==> config.mk <==
export PLATFORM = sky130hd
export DESIGN_NAME = controlador_de_disparos
export DESIGN_NICKNAME = d
export VERILOG_FILES = /design/src/rtl/controlador_de_disparos.sv
export SDC_FILE = /design/constraint.sdc
export NUM_CORES = 1
export LEC_CHECK = 0
export CAP_MARGIN = 5
export CORE_MARGIN = 3
export CORE_UTILIZATION = 50
export DETAILED_ROUTE_END_ITERATION = 7
export PLACE_DENSITY_LB_ADDON = 0.1
export SETUP_SLACK_MARGIN = 0.4
export SLEW_MARGIN = 0
export SYNTH_ARGS = -nofsm -noshare
export SYNTH_HDL_FRONTEND = slang
export SYNTH_SLANG_ARGS = --single-unit
==> constraint.sdc <==
create_clock -name clk -period 5.9 [get_ports clk]
set_clock_uncertainty 0.15 [all_clocks]
set_input_delay 1.18 -clock clk [delete_from_list [all_inputs] [get_ports clk]]
set_output_delay 1.18 -clock clk [all_outputs]
set_load 0.01 [all_outputs]
==> src/rtl/controlador_de_disparos.sv <==
// Shot controller for the naval-battle game: latches the ship map, counts targets, then scores shots.
// Optional macro DISPARO_REPETIDO_EN: repeated shots pulse repetido and do not consume the budget.
module controlador_de_disparos #(
    parameter int COLS      = 5,
    parameter int ROWS      = 7,
    parameter int MAX_SHOTS = 20,
    localparam int CW = (COLS > 1) ? $clog2(COLS) : 1,
    localparam int RW = (ROWS > 1) ? $clog2(ROWS) : 1,
    localparam int N  = COLS * ROWS,
    localparam int NW = $clog2(N + 1),
    localparam int SW = $clog2(MAX_SHOTS + 1)
) (
    input  logic          clk,
    input  logic          rst_n,
    input  logic          enable,
    input  logic          confirmar,
    input  logic [CW-1:0] coordColuna,
    input  logic [RW-1:0] coordLinha,
    input  logic [N-1:0]  mapa,
    output logic [N-1:0]  matriz,
    output logic [N-1:0]  disparos,
    output logic [NW-1:0] acertos,
    output logic [SW-1:0] restantes,
    output logic          acerto,
    output logic          erro,
    output logic          repetido,
    output logic          invalido,
    output logic          pronto,
    output logic          fim_de_jogo,
    output logic          vitoria
);
    localparam int IW = (N > 1) ? $clog2(N) : 1;

    typedef enum logic [2:0] {IDLE, LOAD, PLAY, WIN, LOSE} state_t;

    state_t        state_reg, state_next;
    logic [N-1:0]  mapa_reg, mapa_next;
    logic [N-1:0]  matriz_reg, matriz_next;
    logic [N-1:0]  disparos_reg, disparos_next;
    logic [NW-1:0] acertos_reg, acertos_next;
    logic [NW-1:0] alvos_reg, alvos_next;
    logic [SW-1:0] restantes_reg, restantes_next;
    logic [IW-1:0] scan_reg, scan_next;
    logic          acerto_reg, acerto_next;
    logic          erro_reg, erro_next;
    logic          repetido_reg, repetido_next;
    logic          invalido_reg, invalido_next;
    logic          confirmar_q_reg;
    logic          shot;
    logic          coord_ok;
    logic [IW-1:0] cell_idx;

    always_ff @(posedge clk) begin
        if (!rst_n) begin
            state_reg       <= IDLE;
            mapa_reg        <= '0;
            matriz_reg      <= '0;
            disparos_reg    <= '0;
            acertos_reg     <= '0;
            alvos_reg       <= '0;
            restantes_reg   <= '0;
            scan_reg        <= '0;
            acerto_reg      <= 1'b0;
            erro_reg        <= 1'b0;
            repetido_reg    <= 1'b0;
            invalido_reg    <= 1'b0;
            confirmar_q_reg <= 1'b0;
        end else begin
            state_reg       <= state_next;
            mapa_reg        <= mapa_next;
            matriz_reg      <= matriz_next;
            disparos_reg    <= disparos_next;
            acertos_reg     <= acertos_next;
            alvos_reg       <= alvos_next;
            restantes_reg   <= restantes_next;
            scan_reg        <= scan_next;
            acerto_reg      <= acerto_next;
            erro_reg        <= erro_next;
            repetido_reg    <= repetido_next;
            invalido_reg    <= invalido_next;
            confirmar_q_reg <= confirmar;
        end
    end

    always_comb begin
        state_next     = state_reg;
        mapa_next      = mapa_reg;
        matriz_next    = matriz_reg;
        disparos_next  = disparos_reg;
        acertos_next   = acertos_reg;
        alvos_next     = alvos_reg;
        restantes_next = restantes_reg;
        scan_next      = scan_reg;
        acerto_next    = 1'b0;
        erro_next      = 1'b0;
        repetido_next  = 1'b0;
        invalido_next  = 1'b0;
        shot           = confirmar & ~confirmar_q_reg;
        coord_ok       = (int'(coordColuna) < COLS) && (int'(coordLinha) < ROWS);
        cell_idx       = IW'(int'(coordColuna) * ROWS + int'(coordLinha));

        // enable low overrides everything, including a shot edge sampled on the same clock
        if (!enable) begin
            state_next     = IDLE;
            matriz_next    = '0;
            disparos_next  = '0;
            acertos_next   = '0;
            alvos_next     = '0;
            restantes_next = '0;
            scan_next      = '0;
        end else begin
            case (state_reg)
                IDLE: begin
                    state_next     = LOAD;
                    mapa_next      = mapa;
                    matriz_next    = '0;
                    disparos_next  = '0;
                    acertos_next   = '0;
                    alvos_next     = '0;
                    restantes_next = SW'(MAX_SHOTS);
                    scan_next      = '0;
                end
                LOAD: begin
                    alvos_next = alvos_reg + NW'(mapa_reg[scan_reg]);
                    scan_next  = scan_reg + IW'(1);
                    if (scan_reg == IW'(N - 1)) begin
                        state_next = (alvos_next == '0) ? WIN : PLAY;
                    end
                end
                PLAY: begin
                    if (shot) begin
                        if (!coord_ok) begin
                            invalido_next = 1'b1;
                        end else if (disparos_reg[cell_idx]) begin
`ifdef DISPARO_REPETIDO_EN
                            repetido_next = 1'b1;
`else
                            erro_next      = 1'b1;
                            restantes_next = restantes_reg - SW'(1);
`endif
                        end else begin
                            disparos_next[cell_idx] = 1'b1;
                            matriz_next[cell_idx]   = mapa_reg[cell_idx];
                            restantes_next          = restantes_reg - SW'(1);
                            if (mapa_reg[cell_idx]) begin
                                acertos_next = acertos_reg + NW'(1);
                                acerto_next  = 1'b1;
                            end else begin
                                erro_next = 1'b1;
                            end
                        end
                        // win is tested first so a final hit on the last shot counts as victory
                        if (acertos_next == alvos_reg) begin
                            state_next = WIN;
                        end else if (restantes_next == '0) begin
                            state_next = LOSE;
                        end
                    end
                end
                default: begin
                    state_next = state_reg;
                end
            endcase
        end
    end

    assign matriz      = matriz_reg;
    assign disparos    = disparos_reg;
    assign acertos     = acertos_reg;
    assign restantes   = restantes_reg;
    assign acerto      = acerto_reg;
    assign erro        = erro_reg;
    assign repetido    = repetido_reg;
    assign invalido    = invalido_reg;
    assign pronto      = (state_reg == PLAY);
    assign fim_de_jogo = (state_reg == WIN) || (state_reg == LOSE);
    assign vitoria     = (state_reg == WIN);

endmodule

==> impl_metrics.json <==
{
  "run_status": "finished clean",
  "min_period_over_period": 0.8837,
  "antenna_violations_before_repair": 0,
  "globalRoute.busiestLayer": "met2",
  "post-dp-hpwl_mm": 14.85,
  "cts.path.max_buffers": 2,
  "worstMarginPinSlew_ns": 1.301,
  "power.combinational.fraction": 0.229,
  "final-hold-violation-count": 0,
  "post-route-worst-setup-slack_ns": 0.6859,
  "power.switching_mw": 0.7554,
  "syn-mean-instance-area_sq_um": 8.893,
  "setup.worst_path.class": "input port to flip-flop",
  "ys.flop_type": "dfxtp_1",
  "area_growth_syn_to_layout_pct": 33.46,
  "cts_num_sinks": 135,
  "power.clock.fraction": 0.405,
  "die_area_sq_um": 15510,
  "final_antenna_net_count": 0,
  "vdd.ir_drop.worst_mv": 0.2099,
  "instance_area_at_placement_sq_um": 8636,
  "report.final.setup_viol": 0,
  "core_region_area_sq_um": 13510,
  "placement.io_buffers": 131,
  "cts.reportedPaths.clkPinSlew_ns": 0.06,
  "worstPathArrival_ns": 5.31,
  "p_leak_nw": 3.451,
  "globalRouteOverflowTotal": 0,
  "drv_cap": 0,
  "post_layout_utilization_of_the_core": 0.6943,
  "route.vias.total": 6504,
  "final_weighted_congestion_in_routability_driven_placement": 0.8742,
  "reg2regPathDepth": 12,
  "antenna_cells_inserted": 0,
  "start_util": 0.5202,
  "drtIter0Drc": 608,
  "pwr-share-seq": 0.366,
  "stdcell_area_sq_um": 9376,
  "syn-cell-area_sq_um": 7025,
  "htree_num_levels": 4,
  "worst-endpoint-required_ns": 6.00,
  "vias_per_cell": 5.828,
  "final_cell_count_no_fill": 1116,
  "switching_share": 0.2929,
  "synth_edf_count": 0,
  "rsz_0062_raised_after_global_routing": "no",
  "pin_count": 133,
  "placed_cells_incl_taps": 1081,
  "ys_seq_elements": 135,
  "final.min_clock_period_ns": 5.214,
  "synth-warning-count": 0,
  "final.fill_count": 1060,
  "routed_wl_mm": 20.65,
  "die_width_microns": 124.5,
  "drive_above_1_share": 0.1394,
  "tritoncts_clock_tree": "yes",
  "ys_async_sr_fraction": 0,
  "min_delay_path_depth": 2,
  "timing_max_transition_violations_final": 0,
  "grt_pass1_wl_mm": 33.13,
  "crit_path_max_fanout": 6,
  "yosysSeqAreaShare": 0.3847,
  "synthesis.nets": 855,
  "worst_hold_path_type": "flip-flop to flip-flop",
  "wire_per_inst_microns": 18.50,
  "internal-power_mw": 1.824,
  "drcViolationCount": 0,
  "postSynthCellCount": 790,
  "clock_insertion_delay_worst_skew_ns": 0.42,
  "groute.usage.overall": 0.2628,
  "buffer_cell_driving_the_clock_tree_root": "clkbuf_16",
  "pin_count_of_the_biggest_net_entering_global_routing": 59,
  "drt-pass1-iter-count": 6,
  "endpoint_kind": "flip-flop",
  "synth.lib_cells_used.distinct": 69,
  "setup.worst_path.start_class": "input port",
  "max_slew_margin": 0.1266,
  "dieHeight_microns": 124.5,
  "dp_worst_setup_slack_ns": -0.2915,
  "cts-buffers-inserted": 17,
  "grt_pass1_vias": 6286,
  "power.density_cell_area_nw_per_um2": 275.0,
  "use_met3": 0.05703,
  "setup_total_negative_slack_ns": 0,
  "groute.layer.met1.usage": 0.3533,
  "rows": 42,
  "nets": 993,
  "timing.fmax_mhz": 191.8,
  "grt.met2_usage": 0.4281
}
-- path summary, 6_finish.rpt --
kind | start | to | slack (ns)
hold / removal | matriz[5] | matriz[5] | 0.31
setup / recovery | coordColuna[2] | matriz[33] | 0.69
setup reg to reg | scan_reg[0] | state_reg[0] | 1.70
hold reg to reg | matriz[5] | matriz[5] | 0.31
-- power groups by stage --
| stage | Clock [mW] | Sequential (mW) | Combinational, mW |
|---|---|---|---|
| after floorplan | 0 | 0.959 | 0.337 |
| after global placement | 0 | 0.963 | 0.518 |
| after detailed placement | 0 | 0.964 | 0.525 |
| after CTS | 1.05 | 0.944 | 0.541 |
| after global routing | 1.09 | 0.947 | 0.633 |
| final | 1.04 | 0.944 | 0.592 |
-- cells in the mapped netlist, types with 12 or more instances --
| cell | count | area share |
|---|---|---|
| a21boi_0 | 36 | 0.038 |
| a21oi_1 | 33 | 0.024 |
| o21a_1 | 28 | 0.030 |
| o21ai_0 | 20 | 0.014 |
| nor3_1 | 21 | 0.015 |
| dfxtp_1 | 135 | 0.38 |
| nand2_1 | 146 | 0.078 |
| mux4_2 | 18 | 0.058 |
| nand3_1 | 22 | 0.016 |
| mux2i_1 | 50 | 0.071 |
| inv_1 | 20 | 0.011 |
| ha_1 | 16 | 0.028 |
| clkbuf_1 | 41 | 0.022 |
| xnor2_1 | 12 | 0.015 |
| nor2_1 | 50 | 0.027 |
-- per-stage QoR --
stage	power [mW]	hold slack, ns
4_1_cts	2.536	0.3123
2_1_floorplan	1.295	0.2999
5_1_grt	2.672	0.3282
6_report	2.579	0.3117
3_3_place_gp	1.480	0.2934
3_5_place_dp	1.489	0.2986
-- critical path, cell delays in order --
cell,delay (ns)
dlymetal6s2s_1,0.16
fa_1,0.56
fa_2,0.47
fa_2,0.73
buf_12,0.16
mux2_2,0.33
o22ai_1,0.16
a221o_1,0.14
a2111o_1,0.15
or3b_4,0.41
buf_4,0.19
a211oi_2,0.27
buf_4,0.16
mux2i_1,0.18
nor2_1,0.06
-- logic make-up after synthesis --
| logic type | count (synthesis) | share of synthesized area |
|---|---|---|
| multiplexers | 74 | 0.1407 |
| buffers and inverters | 76 | 0.04506 |
| AND/OR/NAND/NOR | 295 | 0.1964 |
| AO/OA/AOI/OAI | 170 | 0.1690 |
| adder cells (fa/ha/maj) | 20 | 0.03989 |
| XOR/XNOR | 19 | 0.02369 |
| other | 1 | 0.0005338 |
| flip-flops | 135 | 0.3847 |
-- metal layers --
layer	wire (microns)	vias to the layer above
li1	-	3067
met1	8931	3163
met2	9925	245
met3	1455	29
met4	333	0
met5	0	-
-- cell usage in the layout (no fill, tap or decap), drive strengths merged, types with 4 or more instances in the layout --
cell	instances
o211ai	5
a21oi	33
mux2i	50
clkinv	5
o21a	28
nand2	147
and2	5
buf	42
nor3b	5
clkbuf	21
inv	22
o21ai	22
nand4	4
nand3	22
ha	16
nor2b	5
clkdlybuf4s50	128
and3	9
dfxtp	135
a21boi	36
xor2	7
xnor2	12
fa	4
mux2	5
nor3	29
mux4	19
a211oi	10
nor2	50
a211o	5
-- final cells by class --
class,instances,area (sq um),area share
Clock buffer,20,446.7,0.04764
Clock inverter,11,125.1,0.01334
Inverter,20,75.07,0.008006
Multi-Input combinational cell,580,4123,0.4397
Sequential cell,135,2703,0.2882
Tap cell,176,220.2,0.02349
Timing Repair Buffer,174,1684,0.1796
-- repair_timing --
action / 4_1_cts / 5_1_grt
endpoints found under the setup margin: 62 / 59
resized for setup: 11 / 19
pin swaps: 1 / 9
buffers inserted: 0 / 2
gates cloned: 0 / 2
hold buffers: 0 / 0
No activity file was read; power rests on OpenSTA's default activity.
